### src/rtl/aesl_axis_stall_monitor_pkg.sv
//------------------------------------------------------------------------------
// aesl_monitor_pkg
// Shared FSM state type and index-width helper for the AXIS stall monitor.
// Revision: 1.0
//------------------------------------------------------------------------------
`default_nettype none

package aesl_monitor_pkg;

    typedef enum logic [1:0] {
        IDLE    = 2'd0,
        COUNT   = 2'd1,
        BLOCKED = 2'd2
    } mon_state_t;

    // Index width for a channel vector; a single channel still needs one bit.
    function automatic int chan_idx_w(input int n);
        return (n > 1) ? $clog2(n) : 1;
    endfunction

    // Index width for the default four-channel configuration.
    localparam int CHAN_IDX_W = chan_idx_w(4);

endpackage

`default_nettype wire

### src/rtl/aesl_axis_stall_monitor_lowest_set_enc.sv
//------------------------------------------------------------------------------
// aesl_lowest_set_enc
// Combinational lowest-set-bit encoder with a valid flag (any bit set).
// Revision: 1.0
//------------------------------------------------------------------------------
`default_nettype none

module aesl_lowest_set_enc #(
    parameter int W     = 4,
    parameter int IDX_W = 2
) (
    input  logic [W-1:0]     vec,
    output logic [IDX_W-1:0] idx,
    output logic             valid
);

    // Scan from the top down so the lowest set bit is the last one written.
    always_comb begin
        idx   = '0;
        valid = 1'b0;
        for (int i = W - 1; i >= 0; i--) begin
            if (vec[i]) begin
                idx   = IDX_W'(i);
                valid = 1'b1;
            end
        end
    end

endmodule

`default_nettype wire

### src/rtl/aesl_axis_stall_monitor.sv
//------------------------------------------------------------------------------
// aesl_axis_stall_monitor
// Flags a dataflow instance whose watched AXIS channels stay blocked for
// STALL_THRESHOLD consecutive cycles; keeps a sticky flag, the first blocked
// channel index and a saturating event count.
// Revision: 1.0
//------------------------------------------------------------------------------
`default_nettype none

module aesl_axis_stall_monitor
    import aesl_monitor_pkg::*;
#(
    parameter int NUM_AXIS        = 4,
    parameter int NUM_INST        = 6,
    parameter int STALL_THRESHOLD = 16,
    parameter int CNT_W           = 8
) (
    input  logic                              clock,
    input  logic                              reset,
    input  logic [NUM_AXIS-1:0]               axis_block_sigs,
    input  logic [NUM_AXIS-1:0]               chan_mask,
    input  logic [NUM_INST-1:0]               inst_idle_sigs,
    input  logic                              clear,
    output logic                              block,
    output logic                              block_sticky,
    output logic [chan_idx_w(NUM_AXIS)-1:0]   block_chan_idx,
    output logic [CNT_W-1:0]                  stall_count,
    output logic [CNT_W-1:0]                  event_count
);

    localparam int              IDX_W   = chan_idx_w(NUM_AXIS);
    localparam logic [CNT_W-1:0] THRESH  = CNT_W'(STALL_THRESHOLD);
    localparam logic [CNT_W-1:0] CNT_MAX = '1;
    localparam logic [CNT_W-1:0] CNT_ONE = CNT_W'(1);

    logic [NUM_AXIS-1:0] masked_blocks;
    logic [IDX_W-1:0]    low_idx;
    logic                any_blocked;
    logic                cond;
    logic                entry;
    logic [CNT_W-1:0]    stall_inc;
    logic [CNT_W-1:0]    stall_next;
    logic [CNT_W-1:0]    event_base;
    mon_state_t          state;
    mon_state_t          state_next;

    assign masked_blocks = axis_block_sigs & chan_mask;

    aesl_lowest_set_enc #(
        .W     (NUM_AXIS),
        .IDX_W (IDX_W)
    ) u_enc (
        .vec   (masked_blocks),
        .idx   (low_idx),
        .valid (any_blocked)
    );

    // A fully idle instance cannot be deadlocked, whatever its ports say.
    assign cond      = any_blocked & ~(&inst_idle_sigs);
    assign stall_inc = stall_count + CNT_ONE;

    // Next-state and next run length for the stall FSM.
    always_comb begin
        state_next = state;
        stall_next = stall_count;
        case (state)
            IDLE: begin
                if (cond) begin
                    stall_next = CNT_ONE;
                    state_next = (THRESH == CNT_ONE) ? BLOCKED : COUNT;
                end
            end
            COUNT: begin
                if (cond) begin
                    stall_next = stall_inc;
                    if (stall_inc == THRESH) begin
                        state_next = BLOCKED;
                    end
                end else begin
                    stall_next = '0;
                    state_next = IDLE;
                end
            end
            BLOCKED: begin
                if (cond) begin
                    stall_next = (stall_count == CNT_MAX) ? stall_count : stall_inc;
                end else begin
                    stall_next = '0;
                    state_next = IDLE;
                end
            end
            default: begin
                stall_next = '0;
                state_next = IDLE;
            end
        endcase
    end

    assign entry      = (state_next == BLOCKED) && (state != BLOCKED);
    assign event_base = clear ? '0 : event_count;

    // FSM state and consecutive-stall run length.
    always_ff @(posedge clock or posedge reset) begin
        if (reset) begin
            state       <= IDLE;
            stall_count <= '0;
        end else begin
            state       <= state_next;
            stall_count <= stall_next;
        end
    end

    // Entry bookkeeping; an entry in the same cycle as clear takes precedence.
    always_ff @(posedge clock or posedge reset) begin
        if (reset) begin
            block_sticky   <= 1'b0;
            block_chan_idx <= '0;
            event_count    <= '0;
        end else if (entry) begin
            block_sticky   <= 1'b1;
            block_chan_idx <= low_idx;
            event_count    <= (event_base == CNT_MAX) ? event_base : event_base + CNT_ONE;
        end else if (clear) begin
            block_sticky   <= 1'b0;
            block_chan_idx <= '0;
            event_count    <= '0;
        end
    end

    // The state register already gives a registered flag.
    assign block = (state == BLOCKED);

endmodule

`default_nettype wire

### config.mk
export PLATFORM = sky130hd
export DESIGN_NAME = aesl_axis_stall_monitor
export DESIGN_NICKNAME = d
export VERILOG_FILES = /design/src/rtl/aesl_axis_stall_monitor_pkg.sv /design/src/rtl/aesl_axis_stall_monitor_lowest_set_enc.sv /design/src/rtl/aesl_axis_stall_monitor.sv
export SDC_FILE = /design/constraint.sdc
export NUM_CORES = 1
export LEC_CHECK = 0
export ABC_AREA = 0
export CAP_MARGIN = 20
export CORE_MARGIN = 3
export CORE_UTILIZATION = 51
export DETAILED_ROUTE_END_ITERATION = 7
export PLACE_DENSITY = 0.83
export SLEW_MARGIN = 0
export SYNTH_ARGS = -nofsm -noshare
export SYNTH_HDL_FRONTEND = slang
export SYNTH_SLANG_ARGS = --single-unit
export TNS_END_PERCENT = 30
### constraint.sdc
create_clock -name clock -period 4.02 [get_ports clock]
set_input_delay 0.603 -clock clock [delete_from_list [all_inputs] [get_ports clock]]
set_output_delay 0.603 -clock clock [all_outputs]
set_load 0.01 [all_outputs]
==> results.py, run 1 <==
metrics = {
    "clock_network": {
        "numClockSinks": 21,
        "htreeDepth": 1,
        "cts_buffers": 3,
        "clockBufferDepth": 2,
        "cts_resized": 0,
        "ctsHoldBuffers": 0,
        "cts_tree": "built",
        "insertion_delay_ns": 0.32,
        "cts_root_buf": "clkbuf_4",
        "clk_pin_slew_ns": 0.13,
        "post_cts_buffers": 0,
    },
    "power_and_ir_drop": {
        "power_leakage_nw": 0.694,
        "p_per_area_mw_per_mm2": 380,
        "ir_drop_v": 0.000352,
    },
    "final_layout": {
        "synthToLayoutAreaGrowth_pct": 29.6,
        "layout.nets": 210,
        "insertedDiodeCount": 0,
        "mostFrequentLayoutCell": "clkdlybuf4s50_1",
        "fill_cells": 206,
        "drive_above_1_share_pct": 6.45,
        "layout_common_cells": "36 x clkdlybuf4s50_1, 21 x nand2_1, 21 x dfrtp_1, 11 x nor2_1, 10 x o21ai_0",
        "design_area_sq_mm": 0.00176,
    },
    "worst_setup_path": {
        "critical_path_class": "input pin to flop",
        "crit_arrival_ns": 2.96,
        "setup.worst_path.end_class": "flop",
        "path_max_fanout": 12,
        "start_kind": "input pin",
        "required_ns": 4.24,
    },
    "placed_design": {
        "portBuffers": 36,
        "placed_area_sq_mm": 0.00173,
        "dp_hpwl_um": 2580,
        "place_congestion": 0.857,
    },
    "min_path": {
        "hold_path_class": "flop to flop",
    },
    "synthesis": {
        "seq_area_frac_synth_pct": 38.7,
        "yosysWarnings": 0,
        "synthesis.area_sq_mm": 0.00136,
        "synth.avg_cell_area_sq_um": 9.00,
        "syn-num-nets": 174,
        "synth_cell_type_count": 42,
        "ys.flop_type": "dfrtp_1",
        "synth_edf_count": 0,
        "synth_seq_cells": 21,
        "netlist_instances": 151,
        "async_reset_ff_share_pct": 100,
    },
    "detailed_routing": {
        "via_per_inst": 6.16,
        "drt_first_iter_violations": 58,
        "route.detailed.drc": 0,
        "wire_per_inst_um": 15.6,
        "drt_pass1_iterations": 6,
        "vias": 1330,
        "wirelength_um": 3370,
        "ant_nets": 0,
    },
    "sta": {
        "rsz0062_at_grt": "no",
        "fin_crit_sh_pct": 68.0,
        "relSlewSlack_pct": 35.1,
        "max_freq_mhz": 366,
        "timing.final.crit_period_ns": 2.73,
        "tns_ns": 0,
        "drv_slew": 0,
        "hold_viol": 0,
        "clock_skew_ns": 0.00813,
        "finalSetupViolations": 0,
        "tightestPinTransition_ns": 0.946,
    },
    "global_route": {
        "grt_pass1_vias": 1295,
        "grt_use_total_pct": 21.6,
        "grt_pass1_wl_um": 5690,
        "grt_max_degree": 22,
        "grt_overflow_total": 0,
        "antenna_found_initial": 0,
    },
    "floorplan": {
        "dieWidth_um": 57.6,
        "io_pins": 37,
        "dieHeight_um": 57.6,
        "core_sq_mm": 0.00250,
        "rows": 18,
        "die-area_sq_mm": 0.00332,
        "start_util_pct": 54.4,
    },
    "job": {
        "drv_cap": 0,
    },
    "status": {
        "status": "finished, final reports clean",
    },
}
[sequential cells by signal (all words and copies together) (netlist names)]
name / count
state: 2
block_chan_idx: 2
block_sticky: 1
stall_count: 8
event_count: 8
[per-layer routing]
layer / vias up / global-route usage [%] / share of wire [%] / wire length [um]
met4: 0 / 10.6 / 2.0 / 68
met3: 9 / 3.34 / 7.1 / 240
met1: 643 / 27.3 / 43 / 1460
li1: 622 / - / - / -
met5: - / 0 / 0 / 0
met2: 56 / 36.0 / 47 / 1600
[path summary, 6_finish.rpt]
path | start | end | slack, ns | depth (start not counted)
setup / recovery | chan_mask[3] | event_count[1] | 1.29 | 6
hold / removal | block_chan_idx[1] | block_chan_idx[1] | 0.52 | 1
setup reg to reg | stall_count[0] | event_count[1] | 1.51 | 7
min in group asynchronous | reset | stall_count[0] | 0.73 | 2
hold reg to reg | block_chan_idx[1] | block_chan_idx[1] | 0.52 | 1
max in group asynchronous | reset | stall_count[7] | 2.78 | 2
[where the power goes]
| part | internal [mW] | switching [mW] | total (mW) |
|---|---|---|---|
| combinational | 0.121 | 0.171 | 0.292 |
| clock | 0.0373 | 0.0696 | 0.107 |
| sequential | 0.236 | 0.0346 | 0.270 |
| total | 0.394 | 0.275 | 0.670 |
[through the flow]
stage	utilization (%)	worst slack [ns]	instances	total power [mW]	hold WS, ns
6_report	70.4	1.29	216	0.670	0.524
5_1_grt	70.4	1.15	216	0.717	0.553
4_1_cts	70.4	1.34	216	0.672	0.530
3_5_place_dp	69.3	0.979	212	0.563	0.500
3_3_place_gp	69.3	1.06	212	0.543	0.491
2_1_floorplan	-	1.88	151	0.462	0.547
[synth_stat cells, types with 2 or more instances]
cell type  instances  area (sq um)
dfrtp_1           21           526
nand2_1           21          78.8
nor2_1            11          41.3
o21ai_0           10          50.1
nor3_1             8          40.0
nand3_1            7          35.0
ha_1               6          75.1
inv_1              6          22.5
nand4_1            5          31.3
nor2b_1            5          31.3
xnor2_1            5          43.8
a21oi_1            4          20.0
mux2i_1            4          40.0
clkbuf_1           3          11.3
nor4_1             3          18.8
o31ai_1            3          22.5
a22oi_1            2          15.0
mux2_2             2          22.5
nand3b_1           2          15.0
[worst max-delay path, stage by stage]
cell             delay [ns]
clkdlybuf4s50_1        0.48
a22oi_1                0.14
a32oi_4                0.37
mux2i_1                0.84
nor3b_1                0.20
mux2_2                 0.32
[kinds of logic after synthesis]
| group | Yosys count | share of synthesized area (%) |
|---|---|---|
| compound gates | 30 | 17.3 |
| xor+xnor | 6 | 3.87 |
| fa+ha+maj | 6 | 5.52 |
| buf+inv | 11 | 3.41 |
| flops | 21 | 38.7 |
| mux | 6 | 4.60 |
| simple gates | 71 | 26.6 |
[final cells by class]
cell class                 count  area, sq um  share of cell area (%)
multi-input combinational    119          787                    44.7
timing repair buffer          36          360                    20.5
clock buffer                   3         22.5                    1.28
sequential                    21          526                    29.9
clock inverter                 1         5.00                   0.284
inverter                       6         22.5                    1.28
tap                           30         37.5                    2.13
Power figures use the tool's default switching activity.
==> inputs of run 2 (changes only) <==
--- a/config.mk
+++ b/config.mk
@@ -8,9 +8,9 @@
 export ABC_AREA = 0
 export CAP_MARGIN = 20
 export CORE_MARGIN = 3
-export CORE_UTILIZATION = 51
+export CORE_UTILIZATION = 48
 export DETAILED_ROUTE_END_ITERATION = 7
-export PLACE_DENSITY = 0.83
+export PLACE_DENSITY = 0.79
 export SLEW_MARGIN = 0
 export SYNTH_ARGS = -nofsm -noshare
 export SYNTH_HDL_FRONTEND = slang
==> constraint.sdc (replaced) <==
create_clock -name clock -period 2.6 [get_ports clock]
set_input_delay 0.39 -clock clock [delete_from_list [all_inputs] [get_ports clock]]
set_output_delay 0.39 -clock clock [all_outputs]
set_load 0.01 [all_outputs]
==> run 2 against run 1 <==
  * Sequential share of layout area shrank 0.98 points
  * Critical endpoint unchanged
  * Sequential cell count is the same
  * Setup slack lost 1.1 ns
  * Critical path depth grew 1
  * Cell count grew 3.7%
  * Critical path type is now flop to flop
  * First-iteration DRC count shrank 22%
  * Via count shrank 4.9%
  * Largest cell class unchanged
  * Combinational power grew 67%
==> results.py, run 2 (synthesis results as in run 1) <==
metrics = {
    "status": {
        "status": "finished, final reports clean",
    },
    "global_route": {
        "grt_pass1_vias": 1186,
        "grt_max_degree": 22,
        "grt_pass1_wl_um": 5620,
        "antenna_found_initial": 0,
        "grt_overflow_total": 0,
        "grt_use_total_pct": 20.4,
    },
    "clock_network": {
        "clockBufferDepth": 2,
        "insertion_delay_ns": 0.30,
        "ctsHoldBuffers": 0,
        "post_cts_buffers": 0,
        "clk_pin_slew_ns": 0.12,
        "cts_buffers": 3,
        "cts_resized": 0,
        "cts_tree": "built",
        "htreeDepth": 1,
        "cts_root_buf": "clkbuf_4",
        "numClockSinks": 21,
    },
    "sta": {
        "drv_slew": 0,
        "tightestPinTransition_ns": 0.798,
        "hold_viol": 0,
        "tns_ns": 0,
        "finalSetupViolations": 0,
        "layout_setup_ws_ns": 0.222,
        "timing.final.crit_period_ns": 2.38,
        "max_freq_mhz": 421,
        "clock_skew_ns": 0.00581,
        "fin_crit_sh_pct": 91.5,
        "relSlewSlack_pct": 46.7,
        "rsz0062_at_grt": "no",
    },
    "power_and_ir_drop": {
        "p_per_area_mw_per_mm2": 584,
        "power_leakage_nw": 0.731,
        "ir_drop_v": 0.000539,
    },
    "final_layout": {
        "layout.nets": 218,
        "design_area_sq_mm": 0.00182,
        "mostFrequentLayoutCell": "clkdlybuf4s50_1",
        "synthToLayoutAreaGrowth_pct": 34.0,
        "drive_above_1_share_pct": 10.3,
        "layout_common_cells": "36 x clkdlybuf4s50_1, 21 x nand2_1, 21 x dfrtp_1, 11 x nor2_1, 10 x o21ai_0",
        "post-route-util_pct": 70.3,
        "insertedDiodeCount": 0,
        "fill_cells": 214,
        "reg_top3": "event_count (8), stall_count (8)",
    },
    "worst_setup_path": {
        "cpMaxStageDelayCell": "dfrtp_1",
        "required_ns": 2.80,
        "critical_path_class": "flop to flop",
        "start_kind": "flop",
        "setup.worst_path.end_class": "flop",
        "path_cells": "inv_1, ha_1, nand2_1, nor4_1, mux2i_1, nor3b_1, mux2_2",
        "path_max_fanout": 8,
        "cpPeakStageDelay_ns": 0.46,
        "crit_arrival_ns": 2.58,
    },
    "detailed_routing": {
        "ant_nets": 0,
        "route.detailed.drc": 0,
        "drt_pass1_iterations": 4,
        "wirelength_um": 3320,
        "via_per_inst": 5.65,
        "wire_per_inst_um": 14.8,
        "drt_first_iter_violations": 45,
        "vias": 1265,
    },
    "placed_design": {
        "pre_cts_slack_ns": 0.0625,
        "dp_hpwl_um": 2620,
        "placed_area_sq_mm": 0.00179,
        "portBuffers": 36,
        "place_congestion": 0.849,
    },
    "floorplan": {
        "start_util_pct": 52.5,
        "core_sq_mm": 0.00259,
        "die-area_sq_mm": 0.00351,
        "dieHeight_um": 59.2,
        "dieWidth_um": 59.2,
        "rows": 18,
        "io_pins": 37,
    },
    "job": {
        "drv_cap": 0,
    },
    "min_path": {
        "hold_path_class": "flop to flop",
    },
}
==> run 2: changes by cell type in the layout (fill, tap and decap cells not counted) <==
cell | before | now
buf_4 | 0 | 8
==> run 2: metrics by stage <==
stage,hold WS (ns),std cells,power [mW]
detailed placement,0.498,220,0.907
global route,0.546,224,1.15
finish,0.525,224,1.06
CTS,0.528,224,1.07
floorplan,0.367,151,0.714
global placement,0.497,220,0.885
==> run 2: metal layers <==
metal / wire length [um] / GRT usage [%] / vias up / part of all wire, %
met2: 1500 / 30.0 / 31 / 45
met1: 1600 / 31.1 / 595 / 48
li1: - / - / 637 / -
met3: 210 / 3.05 / 2 / 6.3
met4: 14 / 4.85 / 0 / 0.42
met5: 0 / 0 / - / 0
==> run 2: worst paths after layout <==
path,start,endpoint,slack [ns],cells past startpoint
max,state[1],event_count[1],0.22,7
min,block_chan_idx[1],block_chan_idx[1],0.53,1
max reg2reg,state[1],event_count[1],0.22,7
min reg2reg,block_chan_idx[1],block_chan_idx[1],0.53,1
max in group asynchronous,reset,stall_count[5],1.57,2
min in group asynchronous,reset,event_count[2],0.54,2
==> run 2: power breakdown <==
part,total [mW],internal (mW),switching [mW]
Sequential,0.414,0.365,0.0493
Clock,0.159,0.0573,0.102
Combinational,0.489,0.222,0.267
==> run 2: area by class of cell <==
cell class                      instances  area (sq um)  area share, %
Clock buffer                            3          22.5           1.24
Sequential cell                        21           526           28.9
Multi-Input combinational cell        119           787           43.2
Tap cell                               30          37.5           2.06
Timing Repair Buffer                   44           420           23.1
Inverter                                6          22.5           1.24
Clock inverter                          1          5.00          0.275
==> run 2: critical path, delay by kind of cell (launching register included) <==
kind,cells,cell delay [ns]
buffers and inverters,1,0.13
multiplexers,2,0.61
AND/OR/NAND/NOR,3,0.75
flip-flops,1,0.46
adder cells (fa/ha/maj),1,0.33
==> inputs of run 3 (changes only) <==
==> constraint.sdc (replaced) <==
create_clock -name clock -period 2.6 [get_ports clock]
set_input_delay 0.52 -clock clock [delete_from_list [all_inputs] [get_ports clock]]
set_output_delay 0.52 -clock clock [all_outputs]
set_load 0.01 [all_outputs]
==> run 3 against run 2 <==
  * Worst hold slack gained 0.0048 ns
  * Critical path type unchanged
  * Clock power is essentially flat
  * Non-clock buffer count is the same
  * Largest power group unchanged
  * Global-route usage grew 0.82 points
==> results.py, run 3 (synthesis results as in run 1) <==
metrics = {
    "final_layout": {
        "fill_cells": 214,
        "mostFrequentLayoutCell": "clkdlybuf4s50_1",
        "synthToLayoutAreaGrowth_pct": 33.9,
        "post-route-util_pct": 70.2,
        "layout_common_cells": "36 x clkdlybuf4s50_1, 21 x nand2_1, 21 x dfrtp_1, 11 x nor2_1, 10 x o21ai_0",
        "insertedDiodeCount": 0,
        "drive_above_1_share_pct": 9.79,
        "layout.nets": 218,
        "reg_top3": "event_count (8), stall_count (8)",
    },
    "detailed_routing": {
        "route.detailed.drc": 0,
        "drt_pass1_iterations": 4,
        "drt_first_iter_violations": 57,
        "ant_nets": 0,
        "wire_per_inst_um": 15.7,
        "vias": 1345,
        "wirelength_um": 3510,
        "via_per_inst": 6.00,
    },
    "placed_design": {
        "place_congestion": 0.866,
        "portBuffers": 36,
        "dp_hpwl_um": 2770,
    },
    "worst_setup_path": {
        "setup.worst_path.end_class": "flop",
        "cpPeakStageDelay_ns": 0.49,
        "critical_path_class": "flop to flop",
        "path_cells": "ha_1, nand3_1, nor2_1, xnor2_1, a41oi_2, o311a_1, or3_1",
        "path_max_fanout": 7,
        "crit_arrival_ns": 2.53,
        "cpMaxStageDelayCell": "dfrtp_1",
        "required_ns": 2.79,
        "start_kind": "flop",
    },
    "clock_network": {
        "clockBufferDepth": 2,
        "ctsHoldBuffers": 0,
        "post_cts_buffers": 0,
        "htreeDepth": 1,
        "cts_resized": 0,
        "clk_pin_slew_ns": 0.12,
        "insertion_delay_ns": 0.30,
        "cts_tree": "built",
        "numClockSinks": 21,
        "cts_root_buf": "clkbuf_4",
        "cts_buffers": 3,
    },
    "sta": {
        "max_freq_mhz": 428,
        "finalSetupViolations": 0,
        "relSlewSlack_pct": 44.9,
        "hold_viol": 0,
        "tightestPinTransition_ns": 0.825,
        "drv_slew": 0,
        "fin_crit_sh_pct": 89.9,
        "rsz0062_at_grt": "no",
        "clock_skew_ns": 0.000841,
        "timing.final.crit_period_ns": 2.34,
    },
    "power_and_ir_drop": {
        "ir_drop_v": 0.000571,
        "p_per_area_mw_per_mm2": 589,
        "sequentialPowerShare_pct": 38.9,
        "pwr-share-clk_pct": 14.9,
        "p_total_mw": 1.07,
        "switching_share_pct": 39.1,
        "power.switching_mw": 0.419,
        "power_leakage_nw": 0.729,
        "internal_power_mw": 0.652,
        "combPwrFrac_pct": 46.2,
    },
    "global_route": {
        "met1_usage_pct": 23.0,
        "grt_pass1_vias": 1363,
        "grt_overflow_total": 0,
        "globalRoute.busiestLayer": "met2",
        "grt_max_degree": 22,
        "grtUsageMet3_pct": 4.58,
        "grt_use_met2_pct": 40.1,
        "grt_use_total_pct": 21.2,
        "antenna_found_initial": 0,
        "grt_pass1_wl_um": 5730,
    },
    "floorplan": {
        "core_sq_mm": 0.00259,
        "die-area_sq_mm": 0.00351,
        "dieHeight_um": 59.2,
        "dieWidth_um": 59.2,
        "io_pins": 37,
        "start_util_pct": 52.5,
        "rows": 18,
    },
    "job": {
        "drv_cap": 0,
    },
    "status": {
        "status": "finished, final reports clean",
    },
    "min_path": {
        "hold_path_class": "flop to flop",
    },
}
run 3: cell types whose count changed in the layout (fill, tap and decap cells not counted):
cell / delta
clkinv_2: -1
clkbuf_1: +1
run 3: critical path, delay by kind of cell, from the launching register on:
kind | cells | cell delay, ns
adder cells (fa/ha/maj) | 1 | 0.26
flip-flops | 1 | 0.49
XOR/XNOR | 1 | 0.20
AND/OR/NAND/NOR | 3 | 0.64
AO/OA/AOI/OAI | 2 | 0.63
run 3: power groups by stage:
stage | logic [mW] | registers [mW] | clock network, mW
floorplan | 0.292 | 0.422 | 0
global placement | 0.474 | 0.420 | 0
finish | 0.495 | 0.416 | 0.159
detailed placement | 0.494 | 0.421 | 0
global route | 0.556 | 0.426 | 0.175
CTS | 0.496 | 0.415 | 0.165
run 3: final cells by class:
cell class	count	area, sq um	share of cell area (%)
multi-input combinational	119	787	43.3
sequential	21	526	28.9
timing repair buffer	44	420	23.1
tap	30	37.5	2.06
clock buffer	4	26.3	1.44
inverter	6	22.5	1.24
run 3: worst paths after layout:
check,from,endpoint,slack [ns],cells after the start
setup / recovery,stall_count[0],event_count[4],0.26,7
hold / removal,block_chan_idx[1],block_chan_idx[1],0.53,1
setup reg to reg,stall_count[0],event_count[4],0.26,7
hold reg to reg,block_chan_idx[1],block_chan_idx[1],0.53,1
max in group asynchronous,reset,event_count[3],1.43,2
min in group asynchronous,reset,block_sticky,0.67,2
run 3: per-layer routing:
metal	wire length, um	vias to the layer above	part of all wire, %
li1	-	640	-
met5	0	-	0
met2	1770	54	51
met4	14	0	0.40
met1	1440	649	41
met3	281	2	8.0
run 3: per-stage QoR:
stage / setup WS (ns) / hold WS [ns] / instance area (sq um) / cells / TNS (ns)
floorplan: 0.530 / 0.497 / 1360 / 151 / 0
finish: 0.263 / 0.530 / 1820 / 224 / 0
CTS: 0.279 / 0.536 / 1820 / 224 / 0
global placement: 0.0749 / 0.491 / 1790 / 220 / 0
global route: 0.101 / 0.551 / 1820 / 224 / 0
detailed placement: -0.0373 / 0.508 / 1790 / 220 / -0.0373
